==> src/rtl/cpu_io_bridge.sv <==
// Host-side endpoint for the core's 32-bit I/O port: output FIFO toward the host, single-word holding register toward the core.
// Optional build macro CPU_IO_BRIDGE_CHANGE_DETECT_EN: push on CPUOut value change instead of the CPUOutWe strobe.
module cpu_io_bridge #(
  parameter int          DEPTH    = 4,
  parameter logic [31:0] IN_RESET = 32'h0000_0000
) (
  input  logic        CLK,
  input  logic        ResetN,
  input  logic [31:0] CPUOut,
  input  logic        CPUOutWe,
  output logic [31:0] CPUIn,
  input  logic        CPUInRe,
  output logic [31:0] OutData,
  output logic        OutValid,
  input  logic        OutReady,
  input  logic [31:0] InData,
  input  logic        InValid,
  output logic        InReady,
  output logic        InFull,
  output logic        Overflow
);
  localparam int PW = $clog2(DEPTH);
  localparam int CW = PW + 1;

  typedef enum logic {S_EMPTY = 1'b0, S_FULL = 1'b1} in_st_e;

  logic [31:0]   mem_q [DEPTH];
  logic [PW-1:0] wr_ptr_q, wr_ptr_d, rd_ptr_q, rd_ptr_d;
  logic [CW-1:0] cnt_q, cnt_d;
  logic          ovf_q, ovf_d;
  logic          push, pop, push_ok, fifo_full, fifo_empty;
  in_st_e        st_q, st_d;
  logic [31:0]   cpu_in_q, cpu_in_d;

`ifdef CPU_IO_BRIDGE_CHANGE_DETECT_EN
  logic [31:0] prev_q;
  logic        unused_we;
  assign unused_we = CPUOutWe;
  assign push      = (CPUOut != prev_q);

  always_ff @(posedge CLK or negedge ResetN) begin
    if (!ResetN) prev_q <= '0;
    else         prev_q <= CPUOut;
  end
`else
  assign push = CPUOutWe;
`endif

  assign fifo_full  = (cnt_q == CW'(DEPTH));
  assign fifo_empty = (cnt_q == '0);
  assign pop        = !fifo_empty && OutReady;
  // A push into a full FIFO is legal only when the head leaves in the same cycle.
  assign push_ok    = push && (!fifo_full || pop);

  always_comb begin
    wr_ptr_d = wr_ptr_q;
    rd_ptr_d = rd_ptr_q;
    cnt_d    = cnt_q;
    ovf_d    = ovf_q;
    if (push_ok) wr_ptr_d = wr_ptr_q + 1'b1;
    if (pop)     rd_ptr_d = rd_ptr_q + 1'b1;
    if (push_ok && !pop)      cnt_d = cnt_q + 1'b1;
    else if (!push_ok && pop) cnt_d = cnt_q - 1'b1;
    if (push && !push_ok) ovf_d = 1'b1;
  end

  always_ff @(posedge CLK or negedge ResetN) begin
    if (!ResetN) begin
      wr_ptr_q <= '0;
      rd_ptr_q <= '0;
      cnt_q    <= '0;
      ovf_q    <= 1'b0;
    end else begin
      wr_ptr_q <= wr_ptr_d;
      rd_ptr_q <= rd_ptr_d;
      cnt_q    <= cnt_d;
      ovf_q    <= ovf_d;
    end
  end

  // Storage is deliberately left unreset; the empty flag masks it.
  always_ff @(posedge CLK) begin
    if (push_ok) mem_q[wr_ptr_q] <= CPUOut;
  end

  assign OutValid = !fifo_empty;
  assign OutData  = fifo_empty ? '0 : mem_q[rd_ptr_q];
  assign Overflow = ovf_q;

  always_comb begin
    st_d     = st_q;
    cpu_in_d = cpu_in_q;
    case (st_q)
      S_EMPTY: if (InValid) begin
        st_d     = S_FULL;
        cpu_in_d = InData;
      end
      S_FULL:  if (CPUInRe) st_d = S_EMPTY;
      default: st_d = S_EMPTY;
    endcase
  end

  always_ff @(posedge CLK or negedge ResetN) begin
    if (!ResetN) begin
      st_q     <= S_EMPTY;
      cpu_in_q <= IN_RESET;
    end else begin
      st_q     <= st_d;
      cpu_in_q <= cpu_in_d;
    end
  end

  assign CPUIn   = cpu_in_q;
  assign InReady = (st_q == S_EMPTY);
  assign InFull  = (st_q == S_FULL);
endmodule

==> config.mk <==
export PLATFORM = sky130hd
export DESIGN_NAME = cpu_io_bridge
export DESIGN_NICKNAME = d
export VERILOG_FILES = /design/src/rtl/cpu_io_bridge.sv
export SDC_FILE = /design/constraint.sdc
export NUM_CORES = 1
export LEC_CHECK = 0
export ABC_AREA = 1
export CAP_MARGIN = 20
export CORE_MARGIN = 4
export CORE_UTILIZATION = 47
export CTS_BUF_LIST = sky130_fd_sc_hd__clkbuf_4 sky130_fd_sc_hd__clkbuf_8 sky130_fd_sc_hd__clkbuf_16
export DETAILED_ROUTE_END_ITERATION = 10
export MAX_ROUTING_LAYER = met4
export PLACE_DENSITY = 0.87
export SYNTH_ARGS = -nofsm -noshare
export SYNTH_HDL_FRONTEND = slang
export SYNTH_SLANG_ARGS = --single-unit
==> constraint.sdc <==
create_clock -name CLK -period 2.5 [get_ports CLK]
set_input_delay 0.625 -clock CLK [delete_from_list [all_inputs] [get_ports CLK]]
set_output_delay 0.625 -clock CLK [all_outputs]
set_load 0.1 [all_outputs]
Word-level counts from Yosys, hierarchy flattened:

Memories as Yosys holds them, arrays and structs flattened.
Index checks and enable logic that the tools add are counted.

* flip-flop bits (word level): 41
* memories: 1
* output and inout bits: 68
* bits in writable memories: 128
* word-level logic and storage cells: 34

Memories
* mem_q: words 4, width 32, rd ports 1, clocked after memory_dff 0, wr ports 1, line 27 `logic [31:0] mem_q [DEPTH];`

* equality and inequality tests: 1
* reductions and logical operators: 13
* bitwise gates (word level): 1
* multiplexer cells: 8
* add/subtract/negate cells: 4

Operators by type and width (count)
* 32-bit 2-to-1 mux: 1
* 3-bit 2-to-1 mux: 2
* 1-bit logical AND: 5
* 2-bit by 1-bit adder with 2-bit output, second input constant: 2
* 1-bit logical NOT: 4
* 1-bit 2-to-1 mux: 4
* 3-bit by 1-bit adder with 3-bit output, second input constant: 1
* 3-bit equality test, second input constant: 1
* 3-bit logical NOT: 1
* 3-bit by 1-bit subtractor with 3-bit output, second input constant: 1
* 1-bit case mux with 2 select lines: 1
* 2-bit AND reduction: 1
* 2-bit nonzero test: 1
* 1-bit logical OR: 1
* 1-bit NOT: 1

Logic depth before layout (Yosys ltp):

Gate-level depths: netlist (run 1).

* depth after elaboration: 9
* mapped depth: 13
* depth with buffers taken out: 13

Worst setup path before layout (run 1):

OpenSTA, ideal clock, no wires.

* kind: register to output
* from: register cnt_q[0]
* to: output OutData[10]
* path slack: -1087 ps
* data required time: 1875 ps
* path buffers: 1
* cell stages (with the launch flop): 6
* arrival time: 2962 ps
* cells stage by stage: dfrtp_1 nor2_1 nand2_1 inv_2 buf_2 a21oi_1

* word-level cells in the longest chain between the ends: 2

Ends and longest elaborated chain
* from (decl): line 29 `logic [CW-1:0] cnt_q, cnt_d;`
* from (signal assigned): line 76 `cnt_q <= cnt_d;`
* 3-bit logical NOT: line 50 `assign fifo_empty = (cnt_q == '0);`
* 32-bit 2-to-1 mux: line 87 `assign OutData = fifo_empty ? '0 : mem_q[rd_ptr_q];`
* to (decl): line 13 `output logic [31:0] OutData,`

Every way passes these cells.

Worst setup path after layout (run 1):

* from: register rd_ptr_q[0]
* to: output OutData[1]

* word-level cells in the longest chain between the ends: 2

Ends and longest elaborated chain
* from (decl): line 28 `logic [PW-1:0] wr_ptr_q, wr_ptr_d, rd_ptr_q, rd_ptr_d;`
* from (signal assigned): line 75 `rd_ptr_q <= rd_ptr_d;`
* memory 4 x 32 bit
* 32-bit 2-to-1 mux: line 87

Every way passes these cells.

==> results of run 1 <==
-- registers in the layout (all words and copies together), names as in the netlist --
name / cells
mem_q: 128
CPUIn: 32
cnt_q: 3
rd_ptr_q: 2
wr_ptr_q: 2
InFull: 1
Overflow: 1
-- worst max-delay path, cell delays in order, from the launching register on --
cell     delay [ns]
dfrtp_2        0.44
buf_6          0.16
buf_16         0.16
nand2_1        0.07
nand3_1        0.12
a21oi_4        0.25
buf_12         0.20
-- metrics by stage --
stage	std cells	instance area [µm²]
detailed placement	1019	9510
global route	1056	10200
finish	1056	10200
floorplan	707	7570
CTS	1053	10100
global placement	1019	9510
-- synth_stat cells (all sizes together) --
library cell / n / share of area [%]
dfrtp: 41 / 14
clkbuf: 8 / 0.42
nand4: 1 / 0.087
buf: 26 / 2.4
nand2: 211 / 11
a31o: 1 / 0.12
nor2: 6 / 0.31
edfxtp: 128 / 53
ha: 5 / 0.87
a21oi: 32 / 2.2
clkinv: 31 / 1.7
fa: 1 / 0.28
xnor2: 2 / 0.24
nand3: 100 / 6.9
inv: 112 / 5.8
o21ai: 2 / 0.14
-- per-layer routing --
layer  wire length, µm  vias to the layer above  part of all wire, %  GRT usage, %
li1                  -                     2534                    -             -
met1              6640                     2530                   38          21.9
met2              9330                      227                   53          35.9
met3              1210                       31                  6.9          4.89
met4               313                        0                  1.8          7.64
met5                 0                        -                    0             -
-- how the worst max path moves through the flow --
| stage | cells after the start | start | endpoint |
|---|---|---|---|
| 2_1_floorplan | 4 | OutReady | mem_q[0][0]$_DFFE_PP_ |
| 3_3_place_gp | 12 | OutReady | cnt_q[2]$_DFFE_PN0P_ |
| 3_5_place_dp | 12 | OutReady | cnt_q[2]$_DFFE_PN0P_ |
| 4_1_cts | 6 | rd_ptr_q[0]$_DFFE_PN0P_ | OutData[1] |
| 5_1_grt | 6 | cnt_q[1]$_DFFE_PN0P_ | OutData[1] |
| 6_report | 6 | rd_ptr_q[0]$_DFFE_PN0P_ | OutData[1] |
-- cell families after synthesis --
| kind of cell | Yosys count |
|---|---|
| and+or+nand+nor | 318 |
| buffers and inverters | 177 |
| adders and majority gates | 6 |
| DFF | 169 |
| AOI/OAI and AO/OA | 35 |
| xor gates and xnor gates | 2 |
-- timing repair --
item | CTS | global route
pin swaps | 0 | 5
setup buffers | 2 | 0
cloned | 0 | 3
endpoints found under the hold margin | 0 | 0
resized for setup | 3 | 8
setup endpoints to repair | 30 | 31
-- placed cells by master (no fill, tap or decap), types with 4 or more instances in the layout --
cell	instances
dfrtp_1	39
clkbuf_16	21
buf_6	4
nand3_1	99
clkinv_1	28
inv_2	6
buf_12	39
a21oi_4	32
ha_1	5
inv_1	103
nand2_1	210
clkinv_2	6
clkdlybuf4s50_1	68
edfxtp_1	128
buf_4	47
nor2_4	4
-- final cells by class --
class	count	area (µm²)	area share [%]
clock inverters	7	51.3	0.502
flip-flops and latches	169	4870	47.7
multi-input cells	361	2000	19.6
repair buffers	163	1970	19.3
clock buffers	25	539	5.28
inverters	143	546	5.34
well taps	188	235	2.30
==> flow_summary_export.csv, run 1 <==
group,metric,value,unit
logic_synthesis,synth.distinct_cells,20,
logic_synthesis,yosys.area_share.simple,18.3,%
detailed_routing,wl_per_cell,16.6,µm
cts,cts_sinks,169,
logic_synthesis,ys_seq_area_share,67.5,%
critical_path,setup.worst_path.start_class,"flop",
placement,place.gp.congestion,0.813,
critical_path,rr_worst_depth,10,
floorplanning,fp.dieH,132,µm
cts,postCtsHoldBufs,0,
floorplanning,start_util,47.8,%
sta,final_hold_viol_count,0,
floorplanning,die_area,17400,µm²
sta,relSlewSlack,68.3,%
logic_synthesis,yosys.area_share.adder,1.15,%
critical_path,r2r_start,"cnt_q[0]$_DFFE_PN0P_",
detailed_routing,via_per_inst,5.04,
detailed_routing,drc,0,
logic_synthesis,synthCells,707,
sta,hold-worst-slack,0.150,ns
logic_synthesis,synth_top_family_by_area,"simple AND/OR/NAND/NOR gates",
floorplanning,ioPinCount,138,
logic_synthesis,yosysWarnings,0,
critical_path,worstSetupEndpointType,"output port",
sta,finalCritPeriodShare,98.6,%
detailed_routing,firstDrtPassIters,6,
sta,skew,0.00825,ns
layout,antenna_cells,0,
cts,cts.clk_slew.worst_paths,0.07,ns
grt,grt_pass1_wl,26.8,mm
sta,max_freq,406,MHz
placement,port_buffers,137,
cts,numCtsBuffers,17,
placement,dpl_worst_slack,0.0370,ns
cts,htreeDepth,4,
layout,nNetsFinal,931,
grt,grt_pass1_vias,5423,
critical_path,rr_endpoint,"cnt_q[2]$_DFFE_PN0P_",
layout,fillCellCount,983,
detailed_routing,ant_nets,0,
sta,setup_violations,0,
critical_path,r2r_slack,0.55,ns
layout,drive_gt1_share,20.9,%
critical_path,worstPathArrival,1.84,ns
sta,worstMarginPinSlew,0.475,ns
logic_synthesis,avgSynthCellArea,10.2,µm²
logic_synthesis,synthMuxAreaShare,0,%
cts,clockBufferDepth,2,
logic_synthesis,synth_xor_area_share,0.243,%
detailed_routing,vias,5322,
floorplanning,row_count,45,
run,max-cap-violations,0,
layout,areaGrowthSynthToFinish,41.6,%
logic_synthesis,syn_area,7210,µm²
floorplanning,die_w,132,µm
hold_path,min_path_type,"in -> async",
detailed_routing,totalWireLength,17.5,mm
sta,fin_ws,0.0346,ns
critical_path,critPathMaxFanout,15,
detailed_routing,initialDrtViolationCount,372,
outcome,status,"finished, final reports clean",
critical_path,setup.worst_path.class,"reg -> out",
cts,insertion_delay,0.42,ns
layout,utilization,67.7,%
sta,final.setup.tns,0,ns
logic_synthesis,synthesis.nets,783,
critical_path,required,1.88,ns
grt,globalRoute.totalOverflow,0,
logic_synthesis,synth-seq-cells,169,
logic_synthesis,synth_compound_area_share,2.48,%
grt,grt_usage,20.2,%
sta,slew_viol_final,0,
grt,grt_max_degree,59,
cts,clockRootBuffer,"clkbuf_16",
placement,hpwl,11.1,mm
grt,antenna_found_initial,0,
sta,period_needed,2.47,ns
floorplanning,fp.coreArea,15100,µm²
cts,cts_tree,"done",
Power of run 1 is left out: the tool's default activity adds up to more than one toggle a clock period on the data nets, which glitch-free logic cannot reach.
==> run 2, diff against run 1 <==
PLACE_DENSITY = 0.76   (was 0.87)
SKIP_CTS_REPAIR_TIMING = 1   (was unset)
==> run 2 against run 1 <==
Effect of this change: final area fell by 0.45%; wire length down 10%; worst setup slack improved by 0.067 ns; count of clock-buffer cells in the layout up 1; critical endpoint is now OutData[17].
==> flow_summary_export.csv, run 2 (same netlist as run 1, synthesis figures left out) <==
group,metric,value,unit
outcome,status,"finished, final reports clean",
sta,max_freq,417,MHz
grt,use_met3,5.19,%
sta,worstMarginPinSlew,0.521,ns
detailed_routing,initialDrtViolationCount,396,
cts,htreeDepth,4,
grt,grt_pass1_vias,5204,
critical_path,worstPathArrival,1.77,ns
floorplanning,fp.dieH,132,µm
grt,antenna_found_initial,0,
grt,met2_usage,32.3,%
placement,place.gp.congestion,0.800,
layout,largest_reg_flops,128,
critical_path,worstSetupEndpointType,"output port",
grt,grt_max_degree,66,
run,max-cap-violations,0,
detailed_routing,via_per_inst,4.78,
floorplanning,ioPinCount,138,
placement,port_buffers,137,
detailed_routing,wl_per_cell,15.0,µm
critical_path,required,1.88,ns
layout,drive_gt1_share,20.5,%
cts,cts.clk_slew.worst_paths,0.06,ns
grt,top_usage_layer,"met2",
sta,period_needed,2.40,ns
detailed_routing,vias,5037,
floorplanning,row_count,45,
cts,clockBufferDepth,2,
hold_path,min_path_type,"in -> async",
critical_path,critPathMaxFanout,22,
placement,dpl_cell_area,9530,µm²
placement,hpwl,10.3,mm
cts,clockRootBuffer,"clkbuf_16",
layout,postLayoutCellArea,10200,µm²
sta,finalCritPeriodShare,95.9,%
layout,top_register,"mem_q",
layout,fillCellCount,1105,
layout,areaGrowthSynthToFinish,41.0,%
grt,grt_pass1_wl,26.2,mm
detailed_routing,totalWireLength,15.7,mm
grt,grt_usage,19.7,%
cts,insertion_delay,0.42,ns
sta,rsz0062_at_grt,"no",
grt,gr-usage-met1,23.8,%
cts,cts_tree,"done",
layout,final_cell_mix,"nand2_1 (210), edfxtp_1 (128), inv_1 (103), nand3_1 (99), clkdlybuf4s50_1 (68)",
layout,final_common_cell,"nand2_1",
cts,numCtsBuffers,17,
critical_path,setup.worst_path.class,"reg -> out",
floorplanning,start_util,47.8,%
layout,antenna_cells,0,
floorplanning,die_area,17400,µm²
sta,final_hold_viol_count,0,
sta,slew_viol_final,0,
detailed_routing,drc,0,
sta,setup_violations,0,
grt,globalRoute.totalOverflow,0,
layout,nNetsFinal,928,
detailed_routing,ant_nets,0,
sta,final.setup.tns,0,ns
critical_path,setup.worst_path.start_class,"flop",
sta,skew,0.00479,ns
sta,relSlewSlack,65.3,%
detailed_routing,firstDrtPassIters,5,
floorplanning,fp.coreArea,15100,µm²
cts,cts_sinks,169,
floorplanning,die_w,132,µm
[run 2: layout make-up]
class                           count  area (µm²)  area share [%]
Tap cell                          188         235            2.31
Multi-Input combinational cell    361        2010            19.7
Timing Repair Buffer              160        1930            18.9
Clock inverter                      6        36.3           0.357
Sequential cell                   169        4870            47.9
Inverter                          143         553            5.44
Clock buffer                       26         541            5.32
[run 2: worst paths after layout]
check                                   startpoint                    end  slack (ns)  cells after the start
max in group asynchronous                   ResetN  CPUIn[21]$_DFFE_PN0P_        1.83                      2
min                                         ResetN   CPUIn[7]$_DFFE_PN0P_        0.18                      1
min reg2reg                  CPUIn[21]$_DFFE_PN0P_  CPUIn[21]$_DFFE_PN0P_        0.47                      2
max                        rd_ptr_q[1]$_DFFE_PN0P_            OutData[17]        0.10                      5
min in group CLK             CPUIn[21]$_DFFE_PN0P_  CPUIn[21]$_DFFE_PN0P_        0.47                      2
max reg2reg                   cnt_q[0]$_DFFE_PN0P_   cnt_q[2]$_DFFE_PN0P_        0.62                     10
[run 2: worst max-delay path, cell delays in order (launching register included)]
cell      delay [ns]
dfrtp_1         0.44
clkinv_4        0.14
buf_12          0.18
nand3_1         0.16
a21oi_4         0.24
buf_12          0.20
[run 2: routing by layer]
| metal | part of all wire, % | routed length (µm) | vias up |
|---|---|---|---|
| met5 | 0 | 0 | - |
| met4 | 0.94 | 148 | 0 |
| met3 | 6.4 | 1000 | 11 |
| li1 | - | - | 2529 |
| met1 | 42 | 6640 | 2341 |
| met2 | 51 | 7960 | 156 |
[run 2: stage by stage]
| stage | hold slack [ns] | utilization [%] | std cells | setup WS (ns) |
|---|---|---|---|---|
| after floorplan | 0.329 | - | 707 | -0.188 |
| after global placement | 0.456 | 63.1 | 1018 | 0.107 |
| after detailed placement | 0.460 | 63.1 | 1018 | 0.0587 |
| after CTS | 0.169 | 66.9 | 1050 | -0.125 |
| after global routing | 0.200 | 67.4 | 1053 | 0.0102 |
| final | 0.177 | 67.4 | 1053 | 0.101 |
Power of run 2 is left out for the same reason.
